<file path="config.mk">
export PLATFORM = sky130hd
export DESIGN_NAME = prog_loader
export DESIGN_NICKNAME = d
export VERILOG_FILES = /design/src/rtl/prog_loader_pkg.sv /design/src/rtl/loader_shift.sv /design/src/rtl/prog_loader.sv
export SDC_FILE = /design/constraint.sdc
export NUM_CORES = 1
export LEC_CHECK = 0
export ABC_AREA = 1
export ABC_CLOCK_PERIOD_IN_PS = 1840
export CAP_MARGIN = 20
export CORE_UTILIZATION = 40
export CTS_CLUSTER_SIZE = 16
export DETAILED_ROUTE_END_ITERATION = 16
export SLEW_MARGIN = 20
export SYNTH_ARGS = -nofsm -noshare
export SYNTH_HDL_FRONTEND = slang
export SYNTH_HIERARCHICAL = 1
export SYNTH_SLANG_ARGS = --single-unit
</file>
<file path="constraint.sdc">
create_clock -name clk -period 1.84 [get_ports clk]
set_input_delay 0.552 -clock clk [delete_from_list [all_inputs] [get_ports clk]]
set_output_delay 0.552 -clock clk [all_outputs]
set_load 0.01 [all_outputs]
</file>
<file path="src/rtl/prog_loader_pkg.sv">
// Shared definitions for the serial program-image loader.
package prog_loader_pkg;

  localparam int unsigned WORD_W  = 14;
  localparam int unsigned ADDR_W  = 5;
  localparam int unsigned N_WORDS = 16;

  typedef enum logic [1:0] {
    IDLE,
    LOAD,
    CHECK,
    DONE
  } state_t;

  // Instruction word layout of the loaded program image
  localparam int unsigned OPC_MSB = 13;
  localparam int unsigned OPC_LSB = 10;
  localparam int unsigned ARG_MSB = 9;
  localparam int unsigned ARG_LSB = 0;

endpackage

</file>
<file path="src/rtl/loader_shift.sv">
// Serial-to-parallel word assembler: MSB-first shift register, bit counter,
// and a word-complete flag raised on the edge that accepts the last bit.
module loader_shift
  import prog_loader_pkg::*;
#(
  parameter int unsigned WORD_W = prog_loader_pkg::WORD_W
) (
  input  logic              clk,
  input  logic              rst,
  input  logic              clr,
  input  logic              en,
  input  logic              sdata,
  output logic [WORD_W-1:0] word,
  output logic              word_done
);

  localparam int unsigned CNT_W = $clog2(WORD_W);

  // The final bit of a word comes straight from sdata, so only WORD_W-1 bits are stored
  logic [WORD_W-2:0] sr;
  logic [CNT_W-1:0]  cnt;

  assign word      = {sr, sdata};
  assign word_done = en && (cnt == CNT_W'(WORD_W - 1));

  always_ff @(posedge clk or posedge rst) begin
    if (rst) begin
      sr  <= '0;
      cnt <= '0;
    end else if (clr) begin
      sr  <= '0;
      cnt <= '0;
    end else if (en) begin
      sr  <= word[WORD_W-2:0];
      cnt <= word_done ? '0 : cnt + 1'b1;
    end
  end

endmodule

</file>
<file path="src/rtl/prog_loader.sv">
// Serial program loader: writes N_WORDS words into program memory while holding the CPU.
// Optional trailing checksum word enabled by macro PROG_LOADER_CHECKSUM_EN.
module prog_loader
  import prog_loader_pkg::*;
#(
  parameter int unsigned WORD_W  = prog_loader_pkg::WORD_W,
  parameter int unsigned ADDR_W  = prog_loader_pkg::ADDR_W,
  parameter int unsigned N_WORDS = prog_loader_pkg::N_WORDS
) (
  input  logic              clk,
  input  logic              rst,
  input  logic              start,
  input  logic              sdata,
  input  logic              svalid,
  output logic              mem_we,
  output logic [ADDR_W-1:0] mem_addr,
  output logic [WORD_W-1:0] mem_din,
  output logic              cpu_hold,
  output logic              busy,
  output logic              done,
  output logic              error
);

  state_t            state;
  logic [ADDR_W-1:0] waddr;
  logic [WORD_W-1:0] word;
  logic              word_done;
  logic              shift_en;
  logic              shift_clr;

  assign shift_en  = svalid && ((state == LOAD) || (state == CHECK));
  assign shift_clr = start && ((state == IDLE) || (state == DONE));

  loader_shift #(
    .WORD_W(WORD_W)
  ) u_shift (
    .clk      (clk),
    .rst      (rst),
    .clr      (shift_clr),
    .en       (shift_en),
    .sdata    (sdata),
    .word     (word),
    .word_done(word_done)
  );

`ifdef PROG_LOADER_CHECKSUM_EN
  logic [WORD_W-1:0] sum;
`else
  assign error = 1'b0;
`endif

  always_ff @(posedge clk or posedge rst) begin
    if (rst) begin
      state    <= IDLE;
      waddr    <= '0;
      mem_we   <= 1'b0;
      mem_addr <= '0;
      mem_din  <= '0;
      busy     <= 1'b0;
      done     <= 1'b0;
      cpu_hold <= 1'b1;
`ifdef PROG_LOADER_CHECKSUM_EN
      sum      <= '0;
      error    <= 1'b0;
`endif
    end else begin
      mem_we <= 1'b0;
      case (state)
        IDLE, DONE: begin
          if (start) begin
            state    <= LOAD;
            waddr    <= '0;
            busy     <= 1'b1;
            done     <= 1'b0;
            cpu_hold <= 1'b1;
`ifdef PROG_LOADER_CHECKSUM_EN
            sum      <= '0;
            error    <= 1'b0;
`endif
          end
        end
        LOAD: begin
          if (word_done) begin
            mem_we   <= 1'b1;
            mem_din  <= word;
            mem_addr <= waddr;
`ifdef PROG_LOADER_CHECKSUM_EN
            sum      <= sum + word;
`endif
            // Address saturates on the last word so mem_addr never wraps within a load
            if (waddr == ADDR_W'(N_WORDS - 1)) begin
`ifdef PROG_LOADER_CHECKSUM_EN
              state    <= CHECK;
`else
              state    <= DONE;
              busy     <= 1'b0;
              done     <= 1'b1;
              cpu_hold <= 1'b0;
`endif
            end else begin
              waddr <= waddr + 1'b1;
            end
          end
        end
`ifdef PROG_LOADER_CHECKSUM_EN
        CHECK: begin
          if (word_done) begin
            error    <= (word != sum);
            state    <= DONE;
            busy     <= 1'b0;
            done     <= 1'b1;
            cpu_hold <= 1'b0;
          end
        end
`endif
        default: state <= IDLE;
      endcase
    end
  end

endmodule

</file>
Yosys cells after proc, flatten, opt, wreduce, memory -nomap -nowiden --
Index checks and enable logic that the tools add are counted. Widths: inputs -> output; s select.
Word-level totals: word-level logic and storage cells 57, memories kept 0, flip-flop bits (word level) 47, bits in writable memories 0, bits in latches 0, bits of input ports 5, output and inout bits 24, memory bits (read-only) 0
Operators by class: eq/ne operators 9, shift operators 0, div/mod/pow operators 0, mux-type cells 23, bitwise logic cells 0, multiply operators 0, magnitude comparators 0, reduce and logical (&&, ||, !) cells 13, add/subtract/negate cells 2
Operators by type and width (count):
- $mux 13 | 2
- $mux 5 | 3
- $mux 4 | 3
- $pmux 5 s2 | 1
- $mux 1 | 8
- $reduce_and 4->1 | 2
- $mux 2 | 3
- $add 5x1->5 const B | 1
- $eq 5x4->1 const B | 1
- $add 4x1->4 const B | 1
- $eq 2x2->1 const B | 2
- $eq 4x4->1 const B | 1
- $ne 2x1->1 const B | 2
- $ne 2x2->1 const B | 2
- $pmux 1 s2 | 2
- $pmux 2 s2 | 1
- $reduce_bool 2->1 | 2
- $logic_and 1x1->1 | 3
- $reduce_and 3->1 | 1
- $eq 2x1->1 const B | 1
- $logic_not 2->1 | 1
- $logic_or 1x1->1 | 2
- $reduce_and 2->1 | 1
- $reduce_or 2->1 | 1

Longest topological paths before layout --
Gate-level depths: netlist of run 1.
word-level depth 7, mapped depth 13, gate-level depth less buffers 12

Cells and area by module --
Netlist of run 1, hierarchy kept.
Modules (own cells, without submodules):
- prog_loader | instances 1, area an instance 1416.4 um^2, cells each 153, sequential area each 752.0 um^2
- loader_shift | instances 1, area an instance 760.7 um^2, cells each 78, sequential area each 425.4 um^2

Worst setup path before layout of run 1 --
No wires, ideal clock.
path type reg2reg, from reg state[0], to reg busy, cell stages (with the launch flop) 14, setup time 0.117 ns, required time 1.723 ns, period minus slack after synthesis 1.865 ns, path buffers 1, path slack -0.025 ns, data arrival time 1.749 ns, path through dfrtp_1 -> inv_1 -> ha_1 -> nor2_1 -> buf_6 -> inv_1 -> nor2_1 -> inv_2 -> nand2_4 -> nand2_4 -> nor2_8 -> nand2_4 -> nand2_1 -> nand2_1
Between the ends: word-level cells in the longest chain between the ends 6, elaborated cells on any way between the ends 14, classes of those cells eq/ne (6); mux (1); reduce/logical (7)
Ends and longest elaborated chain:
- start: declaration | line prog_loader.sv:24 | state_t state;
- start signal: assignment | line prog_loader.sv:54 | state <= IDLE;
- start signal: assignment | line prog_loader.sv:71 | state <= LOAD;
- start signal: assignment | line prog_loader.sv:95 | state <= DONE;
- $eq 2x1->1 or $eq 2x2->1 (tied branches) | line prog_loader.sv:31 | assign shift_en = svalid && ((state == LOAD) || (state == CHECK));
- $logic_or 1x1->1 (*) | line prog_loader.sv:31
- $logic_and 1x1->1 (*) | line prog_loader.sv:31
- net shift_en | line prog_loader.sv:28 | logic shift_en;
- $logic_and 1x1->1 (*) | line loader_shift.sv:24 | assign word_done = en && (cnt == CNT_W'(WORD_W - 1));
- net word_done | line prog_loader.sv:27 | logic word_done;
- $ne 2x1->1 (no line) (*)
- $reduce_and 4->1 (no line) (*)
- end signal: assignment | line prog_loader.sv:59 | busy <= 1'b0;
- end signal: assignment | line prog_loader.sv:73 | busy <= 1'b1;
- end signal: assignment | line prog_loader.sv:96 | busy <= 1'b0;
- end: declaration | line prog_loader.sv:19 | output logic busy,
The timed path passes the listed nets; every way through them passes the cells marked *. A chain may end at the register's enable or synchronous reset.

Final worst setup path of run 1 --
from reg mem_din[12], to out mem_din[12]
RTL lines:
- start: declaration | line prog_loader.sv:17 | output logic [WORD_W-1:0] mem_din,
- start signal: assignment | line prog_loader.sv:85 | mem_din <= word;
No word-level cell between the ends.

==> results of run 1 <==
[final cells by class]
| type | count | area (µm²) | share of cell area (%) |
|---|---|---|---|
| sequential | 47 | 1180 | 43.4 |
| multi-input combinational | 144 | 807 | 29.8 |
| timing repair buffer | 36 | 374 | 13.8 |
| inverter | 32 | 130 | 4.80 |
| tap | 70 | 87.6 | 3.23 |
| clock buffer | 5 | 68.8 | 2.54 |
| clock inverter | 3 | 67.6 | 2.49 |
[worst paths after layout]
check	slack (ps)	to	start	depth (start not counted)
setup / recovery	80	mem_din[12]	mem_din[12]	1
hold / removal	470	mem_din[7]	u_shift/sr[6]	2
setup reg to reg	160	mem_addr[3]	state[0]	10
hold reg to reg	470	mem_din[7]	u_shift/sr[6]	2
max in group asynchronous	990	cpu_hold	rst	3
min in group asynchronous	570	u_shift/cnt[0]	rst	3
[metrics by stage]
stage          area [µm²]  total power (µW)  std cells  setup TNS [ps]  hold slack [ps]
2_1_floorplan        2180              2410        231               0              442
3_3_place_gp         2570              2730        329           -3500              455
3_5_place_dp         2570              2750        329           -3890              452
4_1_cts              2710              3650        337               0              474
5_1_grt              2710              3860        337               0              501
6_report             2710              3620        337               0              471
[flip-flops by register name, summed over array words and instances, names as in the netlist]
signal / count
done: 1
mem_addr: 5
u_shift/sr: 13
mem_din: 14
waddr: 5
busy: 1
state: 2
u_shift/cnt: 4
cpu_hold: 1
mem_we: 1
[kinds of logic (layout without fill, tap and decap cells)]
group | Yosys count | after routing | share of synthesized area [%]
other | 1 | 1 | 0.172
buffers and inverters | 40 | 76 | 9.08
AND/OR/NAND/NOR | 111 | 111 | 25.5
flip-flops | 47 | 47 | 54.1
adder cells (fa/ha/maj) | 6 | 6 | 3.45
AO/OA/AOI/OAI | 26 | 26 | 7.76
[placed cells by master (no fill, tap or decap), types with 3 or more instances in the layout]
| cell type | instances |
|---|---|
| nand2_1 | 75 |
| dfrtp_1 | 46 |
| clkdlybuf4s50_1 | 26 |
| inv_1 | 25 |
| nand3_1 | 10 |
| o22ai_1 | 8 |
| nand2_2 | 7 |
| o21ai_2 | 7 |
| nand2_4 | 6 |
| o21ai_0 | 6 |
| ha_1 | 6 |
| buf_4 | 6 |
| clkbuf_8 | 5 |
| inv_2 | 4 |
| nor2_1 | 4 |
| o21ai_1 | 3 |
| buf_12 | 3 |
[report_power, final]
part	total (µW)	internal, µW	switching (µW)	leakage, µW
combinational	1410	551	857	0.000629
clock	905	542	363	0.0000644
sequential	1310	1190	123	0.000641
[repair_timing]
action                                  4_1_cts  5_1_grt
resized for setup                             1        2
endpoints found under the setup margin        1       11
pin swaps                                     0        0
[routing by layer]
metal  part of all wire, %  vias to the layer above
met5                     0                        -
met4                   1.8                        0
met3                   2.8                        5
met2                    45                       27
met1                    51                      668
li1                      -                      789
==> flow_summary.json, run 1 <==
{
  "grt_pass1_vias": 1373,
  "max_slew_margin_pct": 63.6,
  "nFillCells": 481,
  "clk_latency_ps": 300,
  "via_per_inst": 4.42,
  "worstSetupPathType": "flip-flop to primary output",
  "critPathTopFamily": "buffers and inverters",
  "endpoint_kind": "primary output",
  "synth_seq_cells": 47,
  "syn-num-nets": 242,
  "cts_max_level": 2,
  "fp-row-count": 26,
  "n_antenna_cell": 0,
  "clock_path_buffers": 2,
  "worst-path-max-fanout": 2,
  "fp.dieW_um": 75.8,
  "dpl.hpwl_um": 2580,
  "clkTransAtPathRegs_ps": 90,
  "worst_pin_slew_ps": 547,
  "powerDensity_nw_per_um2": 1340,
  "yosysSeqAreaShare_pct": 54.1,
  "gr-usage-met2_pct": 22.7,
  "worstSetupStartpointType": "flip-flop",
  "finalCriticalPeriod_ps": 1760,
  "max_cap_violations": 0,
  "dr.pass1.iters": 4,
  "path_cells": "clkdlybuf4s50_1",
  "core_um2": 5170,
  "area_growth_pct": 24.6,
  "yosys.cell_count.top_type": "nand2_1",
  "die_area_um2": 5740,
  "place.gp.congestion": 0.741,
  "synth-edff-count": 0,
  "max_stage_delay_ps": 540,
  "synthFlopType": "dfrtp_1",
  "cts_tree": "done",
  "cts_sinks": 47,
  "hold_buffers": 0,
  "fin_crit_sh_pct": 95.6,
  "antenna_found_initial": 0,
  "rsz0062_at_grt": "false",
  "synthTopCellsByCount": "nand2_1 (75), dfrtp_1 (46), inv_1 (25)",
  "use_met1_pct": 20.6,
  "critPathArrivalTime_ps": 1210,
  "max_freq_mhz": 568,
  "dp_slack_ps": -151,
  "hp-class": "flip-flop to flip-flop",
  "syn-cell-area_um2": 2180,
  "crit_slowest_cell": "clkdlybuf4s50_1",
  "status": "complete, no violations",
  "avgRoutedWirePerCell_um": 11.2,
  "port_buffers": 27,
  "cts_setup_buffers": 0,
  "floorplan.initialDensity_pct": 42.1,
  "routed_wl_um": 3760,
  "ys_warn_count": 6,
  "critical_path_buf_inv_count": 1,
  "pin_count": 29,
  "leakage_uw": 0.00133,
  "async_reset_ff_share_pct": 100,
  "vdd_ir_drop_max_uv": 807,
  "required_ps": 1290,
  "met3_usage_pct": 4.37,
  "vias": 1489,
  "synth.top_cell.area_share_pct": 52.9,
  "skew_ps": 8.42,
  "dr.first_iter.drc_count": 80,
  "grt_pass1_wl_um": 6370,
  "finalHoldViolCount": 0,
  "grt_usage_pct": 15.4,
  "die_h_um": 75.8,
  "fin_nets": 277,
  "cts_buffers": 5,
  "grt_max_degree": 31,
  "ant_nets": 0,
  "grt_overflow": 0,
  "finish.utilization_pct": 52.4,
  "setup_viol": 0,
  "yosys.area.top_type": "dfrtp_1",
  "finalMaxSlewViolations": 0,
  "yosys-top-cells-area": "dfrtp_1 (53%), nand2_1 (13%), inv_1 (4.3%)",
  "synth_cell_type_count": 26,
  "synth_cells": 231,
  "grt-busiest-layer": "met2",
  "synth.avg_cell_area_um2": 9.42,
  "setup_ws_ps": 80.8,
  "root_buffer": "clkbuf_8",
  "drive_above_1_share_pct": 19.5,
  "drc": 0
}
No activity file was read; power rests on OpenSTA's default activity.
==> run 2: changes to the inputs <==
CTS_CLUSTER_DIAMETER = 150   (was default)
==> results of run 2 <==
Final layout, timing and power as in run 1 (identical DEF).
==> run 3: changes to the inputs <==
CORE_MARGIN = 5   (was default)
RECOVER_POWER = 100   (was default)
==> run 3 against run 2 <==
Worst setup slack worse by 15 ps. Cell area is 1.9% lower. Largest cell class unchanged. Utilization is 1.3 points lower. Sequential share of layout area is 0.84 points higher. Total power is 5.5% lower. Critical path type unchanged. Largest power group unchanged. Register-to-register slack worse by 30 ps. Flip-flop and latch count stayed put. Via count is 0.54% higher. Count of clock-buffer cells in the layout stayed put.
==> flow_summary.json, run 3 (synthesis gave the netlist of run 1 again) <==
{
  "place.gp.congestion": 0.757,
  "grt_pass1_wl_um": 7170,
  "leakage_uw": 0.00131,
  "vias": 1497,
  "worstSetupStartpointType": "flip-flop",
  "powerDensity_nw_per_um2": 1290,
  "highest_layer": "met4",
  "finish.utilization_pct": 51.1,
  "hp-class": "flip-flop to flip-flop",
  "critPathArrivalTime_ps": 1220,
  "antenna_found_initial": 0,
  "clkPwrFrac_pct": 22.3,
  "swShare_pct": 38.1,
  "floorplan.initialDensity_pct": 41.8,
  "crit_slowest_cell": "clkdlybuf4s50_1",
  "p_int_uw": 2120,
  "worst-path-max-fanout": 2,
  "fp.dieW_um": 83.8,
  "fin_crit_sh_pct": 96.4,
  "drive_above_1_share_pct": 18.7,
  "finalMaxSlewViolations": 0,
  "largestRegisters": "mem_din (14), u_shift/sr (13)",
  "status": "complete, no violations",
  "dr.first_iter.drc_count": 101,
  "grt_pass1_vias": 1530,
  "largest-register": "mem_din",
  "n_antenna_cell": 0,
  "mostFrequentLayoutCell": "nand2_1",
  "dpl.hpwl_um": 2780,
  "routed_wl_um": 3820,
  "die_area_um2": 7020,
  "setup_viol": 0,
  "vdd_ir_drop_max_uv": 722,
  "path_cells": "clkdlybuf4s50_1",
  "stdcell_count": 337,
  "drc": 0,
  "critPathTopFamily": "buffers and inverters",
  "die_h_um": 83.8,
  "grt_max_degree": 31,
  "grt_usage_pct": 12.7,
  "fp-row-count": 26,
  "cts_sinks": 47,
  "finalHoldViolCount": 0,
  "required_ps": 1290,
  "cts_max_level": 2,
  "max_stage_delay_ps": 550,
  "cts_tree": "done",
  "final_cell_mix": "nand2_1 (75), dfrtp_1 (46), inv_1 (26), clkdlybuf4s50_1 (25), nand3_1 (10)",
  "p_comb_share_pct": 39.2,
  "clkTransAtPathRegs_ps": 80,
  "seq_power_share_pct": 38.5,
  "port_buffers": 27,
  "max_slew_margin_pct": 39.4,
  "dp_cells": 329,
  "worst_pin_slew_ps": 910,
  "largest_reg_flops": 14,
  "wl_met3_um": 177,
  "pin_count": 29,
  "cts_buffers": 5,
  "worstSetupPathType": "flip-flop to primary output",
  "critical_path_buf_inv_count": 1,
  "fin_total_pwr_uw": 3420,
  "clk_latency_ps": 300,
  "max_freq_mhz": 563,
  "ant_nets": 0,
  "endpoint_kind": "primary output",
  "p_sw_uw": 1310,
  "dr.pass1.iters": 4,
  "root_buffer": "clkbuf_8",
  "area_growth_pct": 22.2,
  "dr_wl_met2_um": 1660,
  "fin_nets": 277,
  "finalCriticalPeriod_ps": 1770,
  "core_um2": 5200,
  "max_cap_violations": 0,
  "skew_ps": 7.26,
  "grt_overflow": 0,
  "clock_path_buffers": 2,
  "cts_setup_buffers": 0,
  "via_per_inst": 4.44,
  "avgRoutedWirePerCell_um": 11.3,
  "wl_met1_um": 1900
}
==> run 3: changes by cell type in the layout (fill, tap and decap cells not counted), sizes merged <==
cell,change
inv,+1
clkdlybuf4s50,-1
clkbuf,+2
bufinv,-1
buf,-2
clkinvlp,-1
dlygate4sd3,+1
clkinv,+1
==> run 3: timing repair <==
| action | in CTS | in global routing |
|---|---|---|
| resized for setup | 1 | 2 |
| setup endpoints to repair | 1 | 8 |
| hold buffers | 0 | 0 |
==> run 3: per-stage QoR <==
stage	setup WS, ps	cell area [µm²]	hold WS, ps	setup TNS (ps)
6_report	65.4	2660	469	0
5_1_grt	-13.3	2660	488	-68.8
4_1_cts	40.6	2680	470	0
3_5_place_dp	-168	2560	456	-4220
3_3_place_gp	-168	2560	456	-4260
2_1_floorplan	38.5	2180	442	0
==> run 3: final cells by class <==
type | instances | area, µm²
tap | 70 | 87.6
fill | 513 | 2540
inverter | 32 | 130
multi-input combinational | 144 | 807
timing repair buffer | 36 | 343
sequential | 47 | 1180
clock inverter | 3 | 47.5
clock buffer | 5 | 68.8
==> run 3: power groups by stage <==
stage / Sequential (µW) / Combinational (µW) / Clock [µW]
6_report: 1320 / 1340 / 765
4_1_cts: 1320 / 1370 / 795
3_5_place_dp: 1340 / 1370 / 0
2_1_floorplan: 1320 / 1080 / 0
5_1_grt: 1350 / 1530 / 847
3_3_place_gp: 1340 / 1360 / 0
==> run 3: path summary, 6_finish.rpt <==
check | from | to | slack [ps] | cells after the start
max | mem_din[3] | mem_din[3] | 70 | 1
min | cpu_hold | cpu_hold | 470 | 2
max in group asynchronous | rst | u_shift/sr[0] | 320 | 3
min reg2reg | cpu_hold | cpu_hold | 470 | 2
max reg2reg | state[0] | mem_addr[3] | 130 | 10
min in group asynchronous | rst | mem_din[11] | 920 | 3
==> run 3: per-layer routing <==
metal / up-vias / track usage, %
li1: 792 / -
met1: 671 / 17.9
met2: 28 / 17.8
met3: 6 / 3.75
met4: 0 / 5.70
met5: - / 0
